$ cat src/rtl/inst_text_writer_pkg.sv
// Shared debug-display definitions: writer FSM states, glyph constants and the
// default text-screen geometry used by the VGA text controller.
package inst_text_writer_pkg;

  typedef enum logic [1:0] {
    StIdle,
    StWrite,
    StFin
  } state_e;

  localparam logic [7:0] CHAR_SPACE = 8'h20;
  localparam logic [7:0] CHAR_QMARK = 8'h3F;

  localparam int unsigned DEFAULT_COLS = 80;
  localparam int unsigned DEFAULT_ROWS = 30;

endpackage

$ cat src/rtl/char_sanitize.sv
// Maps any byte onto something the glyph ROM can draw: NUL becomes a space,
// other non-printables become '?'.
module char_sanitize
  import inst_text_writer_pkg::*;
(
  input  logic [7:0] raw,
  output logic [7:0] clean
);

  always_comb begin
    clean = raw;
    if (raw == 8'h00) begin
      clean = CHAR_SPACE;
    end else if (raw < 8'h20 || raw > 8'h7E) begin
      clean = CHAR_QMARK;
    end
  end

endmodule

$ cat src/rtl/inst_text_writer.sv
// Writes one fixed-width instruction string into the debug character RAM,
// one character per cycle, clipping at the right screen edge.
module inst_text_writer
  import inst_text_writer_pkg::*;
#(
  parameter int unsigned CHARS  = 19,
  parameter int unsigned COLS   = DEFAULT_COLS,
  parameter int unsigned ROWS   = DEFAULT_ROWS,
  parameter int unsigned ADDR_W = 12
) (
  input  logic                clk,
  input  logic                rst_n,
  input  logic                req_valid,
  output logic                req_ready,
  input  logic [4:0]          req_row,
  input  logic [6:0]          req_col,
  input  logic [CHARS*8-1:0]  req_str,
  output logic                wr_en,
  input  logic                wr_ready,
  output logic [ADDR_W-1:0]   wr_addr,
  output logic [7:0]          wr_data,
  output logic                busy,
  output logic                done,
  output logic                err
);

  localparam int unsigned IDX_W  = $clog2(CHARS);
  localparam int unsigned BASE_W = ADDR_W + 1;

  state_e             state_q;
  logic [IDX_W-1:0]   idx_q;
  logic [CHARS*8-1:0] str_q;
  logic [BASE_W-1:0]  base_q;
  logic [6:0]         col_l_q;

  logic [IDX_W-1:0]   sel_idx;
  logic [CHARS*8-1:0] sel_str;
  logic [6:0]         sel_col;
  logic [7:0]         col_sum;
  logic [BASE_W-1:0]  accept_base;
  logic [7:0]         raw_byte;
  logic [7:0]         clean_byte;
  logic               last_char;
  logic               advance;

  // Outputs are registered, so everything here describes the character that
  // will be presented in the cycle after the coming edge.
  always_comb begin
    last_char   = (idx_q == IDX_W'(CHARS - 1));
    advance     = wr_ready || !wr_en;
    accept_base = BASE_W'(req_row) * BASE_W'(COLS) + BASE_W'(req_col);
    if (state_q == StIdle) begin
      sel_str = req_str;
      sel_idx = '0;
      sel_col = req_col;
    end else begin
      sel_str = str_q;
      sel_idx = last_char ? '0 : idx_q + IDX_W'(1);
      sel_col = col_l_q;
    end
    col_sum  = {1'b0, sel_col} + 8'(sel_idx);
    raw_byte = 8'(sel_str >> ((CHARS - 1 - 32'(sel_idx)) * 8));
  end

  char_sanitize u_char_sanitize (
    .raw   (raw_byte),
    .clean (clean_byte)
  );

  always_ff @(posedge clk) begin
    if (!rst_n) begin
      state_q   <= StIdle;
      idx_q     <= '0;
      str_q     <= '0;
      base_q    <= '0;
      col_l_q   <= '0;
      req_ready <= 1'b1;
      wr_en     <= 1'b0;
      wr_addr   <= '0;
      wr_data   <= CHAR_SPACE;
      busy      <= 1'b0;
      done      <= 1'b0;
      err       <= 1'b0;
    end else begin
      unique case (state_q)
        StIdle: begin
          if (req_valid && req_ready) begin
            str_q     <= req_str;
            base_q    <= accept_base;
            idx_q     <= '0;
            col_l_q   <= req_col;
            busy      <= 1'b1;
            req_ready <= 1'b0;
            if (32'(req_row) >= ROWS) begin
              state_q <= StFin;
              done    <= 1'b1;
              err     <= 1'b1;
            end else begin
              state_q <= StWrite;
              wr_en   <= 32'(col_sum) < COLS;
              wr_addr <= ADDR_W'(accept_base);
              wr_data <= clean_byte;
            end
          end
        end
        StWrite: begin
          // Clipped characters (wr_en low) advance without waiting on the RAM.
          if (advance) begin
            if (last_char) begin
              state_q <= StFin;
              wr_en   <= 1'b0;
              done    <= 1'b1;
            end else begin
              idx_q   <= sel_idx;
              wr_en   <= 32'(col_sum) < COLS;
              wr_addr <= ADDR_W'(base_q + BASE_W'(sel_idx));
              wr_data <= clean_byte;
            end
          end
        end
        StFin: begin
          state_q   <= StIdle;
          done      <= 1'b0;
          err       <= 1'b0;
          busy      <= 1'b0;
          req_ready <= 1'b1;
        end
        default: state_q <= StIdle;
      endcase
    end
  end

endmodule
$ cat config.mk
export PLATFORM = sky130hd
export DESIGN_NAME = inst_text_writer
export DESIGN_NICKNAME = d
export VERILOG_FILES = /design/src/rtl/inst_text_writer_pkg.sv /design/src/rtl/char_sanitize.sv /design/src/rtl/inst_text_writer.sv
export SDC_FILE = /design/constraint.sdc
export NUM_CORES = 1
export LEC_CHECK = 0
export BUFFER_PORTS_ARGS = -buffer_cell sky130_fd_sc_hd__buf_4
export CORE_AREA = 3 3 147 149
export CTS_CLUSTER_SIZE = 24
export DETAILED_ROUTE_END_ITERATION = 12
export DIE_AREA = 0 0 150 152
export HOLD_SLACK_MARGIN = 0.03
export PLACE_DENSITY = 0.74
export SLEW_MARGIN = 10
export SYNTH_ARGS = -nofsm -noshare
export SYNTH_HDL_FRONTEND = slang
export SYNTH_SLANG_ARGS = --single-unit
$ cat constraint.sdc
create_clock -name clk -period 4.2 [get_ports clk]
set_input_delay 0.63 -clock clk [delete_from_list [all_inputs] [get_ports clk]]
set_output_delay 0.63 -clock clk [all_outputs]
set_load 0.05 [all_outputs]
==> results.cfg <==
[outcome]
outcome = complete, no violations

[worst_setup_path]
cp_top_family = compound AO/OA/AOI/OAI gates
critPathCaptureType = flop
max_stage_delay_ps = 420
crit_fanout = 44
critPathArrivalTime_ps = 4180
critPathBufInv = 2
crit_chain = inv_1, ha_1, nand4bb_1, nand2_1, nor2_1, ha_1, buf_4, o21ai_0, a211o_1, a221oi_1, a211oi_1, a211o_1, a21boi_2, nor2b_1, o31ai_1
cp.required_ps = 4510
crit_slowest_cell = buf_4
worst_setup_path_start_kind = flop
crit_type = reg2reg

[detailed_routing]
first_iter_violations = 892
drc_errors = 0
routed_wl_um = 32100
vias_per_cell = 5.75
ant_nets = 0
num_vias = 10307
wl_per_cell_um = 17.9
dr.pass1.iters = 7

[timing]
period_share = 0.922
fin_tns_setup_ps = 0
tightest_slew_ps = 993
slew_violations = 0
hold_viol = 0
slew_headroom = 0.338
clock.fmax_ghz = 0.258
rsz0062_at_grt = no
timing.final.crit_period_ps = 3870
finalSetupViolations = 0
skew_ps = 13.1

[logic_synthesis]
ys_seq_area_frac = 0.387
yosysWarningCount = 0
ys_ff_latch = 199
synth_top_area_frac = 0.387
ys.flop_type = dfxtp_1
synth_cell_types = 78
syn_nets = 1570
postSynthAreaPerCell_um2 = 7.48
yosys.area.top_type = dfxtp_1
synth_area_leaders = dfxtp_1 (39%), nand2_1 (15%), a21oi_1 (9.6%), mux4_2 (3.1%), nor2_1 (2.9%)
netlist_area_um2 = 10300
synth-edff-count = 0
ys_async_sr_fraction = 0
syn_inst = 1378

[finish]
area_growth_pct = 21.4
drive_above_1_share = 0.192
num-fill-cells = 1871
seq_area_um2 = 3980
final_util = 0.617
nNetsFinal = 1702
final_cell_mix = nand2_1 (416), buf_4 (218), dfxtp_1 (199)
final_common_cell = nand2_1
multi_input_area_um2 = 5830
antenna_cells = 0

[floorplan]
core_um2 = 20300
die_w_um = 150
rows = 52
design.portCount = 193
start_util = 0.508
dieArea_um2 = 22800
die_h_um = 152

[clock_tree]
clk_latency_ps = 440
clock-sinks = 199
path_clk_slew_ps = 80
clk_path_buf_depth = 2
htreeDepth = 4
cts_made_buffers = 17
cts_tree = yes
post_cts_buffers = 0
root_buffer = clkbuf_16

[global_routing]
grt_pass1_wl_um = 50500
grt_max_degree = 123
antenna_found_initial = 0
overflow = 0
grt_usage = 0.274
grt_pass1_vias = 9497

[placement]
hpwl_um = 22800
place.gp.congestion = 0.885
io_buffers = 192

[power_and_ir_drop]
comb_power_share = 0.249
seqPwrFrac = 0.419
clkPwrFrac = 0.332
irDropWorstVdd_uv = 252
pwr_density_cell_nw_per_um2 = 406
p_sw_frac = 0.337
leakage_nw = 4.98
p_int_mw = 3.37
power_switching_mw = 1.71

[job]
max_cap_viol_count = 0

[hold_path]
hold_class = in2reg
==> sequential cells by signal, summed over array words and instances (netlist names), 2 cells and up <==
signal	count
base_q	12
col_l_q	3
idx_q	5
state_q	2
str_q	152
wr_addr	12
wr_data	8
==> power by group through the flow <==
stage | registers, mW | clock network [mW] | logic, mW
after floorplan | 2.25 | 0 | 0.736
after global placement | 2.17 | 0 | 1.25
after detailed placement | 2.17 | 0 | 1.26
after CTS | 2.13 | 1.70 | 1.26
after global routing | 2.15 | 1.77 | 1.39
final | 2.13 | 1.69 | 1.27
==> worst register-to-register path, stage by stage (launching register included) <==
cell and delay [ps]:
dfxtp_1 330, inv_1 100, ha_1 230, nand4bb_1 130, nand2_1 140, nor2_1 390, ha_1 260, buf_4 420
o21ai_0 170, a211o_1 250, a221oi_1 330, a211oi_1 110, a211o_1 370, a21boi_2 260, nor2b_1 190, o31ai_1 70
==> routing by layer <==
metal  part of all wire  wire [um]  vias to the layer above  GRT usage
li1                   -          -                     5019          -
met1               0.43      13900                     4810      0.382
met2               0.48      15400                      432      0.444
met3              0.070       2250                       46     0.0477
met4              0.017        560                        0     0.0671
met5                  0          0                        -          0
==> cell type report <==
cell class	instances	area share
sequential	199	0.318
clock inverter	15	0.0144
timing repair buffer	220	0.134
multi-input combinational	1053	0.466
inverter	19	0.00620
tap	270	0.0270
clock buffer	17	0.0340
==> final timing paths <==
check                                          endpoint                   start  slack [ps]  cells past startpoint
worst min register to register   str_q[89]$_SDFFE_PN0P_  str_q[89]$_SDFFE_PN0P_         460                      2
worst max-delay path            wr_data[1]$_SDFFE_PN0P_   idx_q[0]$_SDFFE_PN0P_         330                     15
worst max register to register  wr_data[1]$_SDFFE_PN0P_   idx_q[0]$_SDFFE_PN0P_         330                     15
worst min-delay path             str_q[42]$_SDFFE_PN0P_             req_str[42]         430                      3
==> kinds of logic after synthesis <==
group | count (synthesis) | share of synthesized area
and+or+nand+nor | 631 | 0.265
xor gates and xnor gates | 21 | 0.0178
buffers and inverters | 126 | 0.0509
adders and majority gates | 24 | 0.0313
muxes | 27 | 0.0454
DFF | 199 | 0.387
AOI/OAI and AO/OA | 350 | 0.203
==> Yosys cell counts (13+ instances only) <==
cell	number
nor2_1	79
a21oi_1	198
nand3_1	17
inv_1	17
dfxtp_1	199
ha_1	21
xnor2_1	13
nor3_1	40
nand2_1	417
o21ai_0	40
a31oi_1	20
buf_2	25
mux4_2	14
a211oi_1	18
clkbuf_1	73
==> stage by stage <==
step | area [um^2] | setup WS [ps] | instances | hold WS (ps) | power, mW
after floorplan | 10300 | 129 | 1378 | 432 | 2.99
after global placement | 11900 | 474 | 1761 | 437 | 3.42
after detailed placement | 11900 | 420 | 1761 | 445 | 3.43
after CTS | 12500 | 387 | 1793 | 416 | 5.09
after global routing | 12500 | 46.4 | 1793 | 420 | 5.30
final | 12500 | 329 | 1793 | 426 | 5.09
==> timing repair <==
item / CTS / global route
resized for setup: 0 / 1
endpoints found under the setup margin: 0 / 1
hold buffers: 0 / 0
hold endpoints to repair: 0 / 0
(Power assumes the default switching activity.)
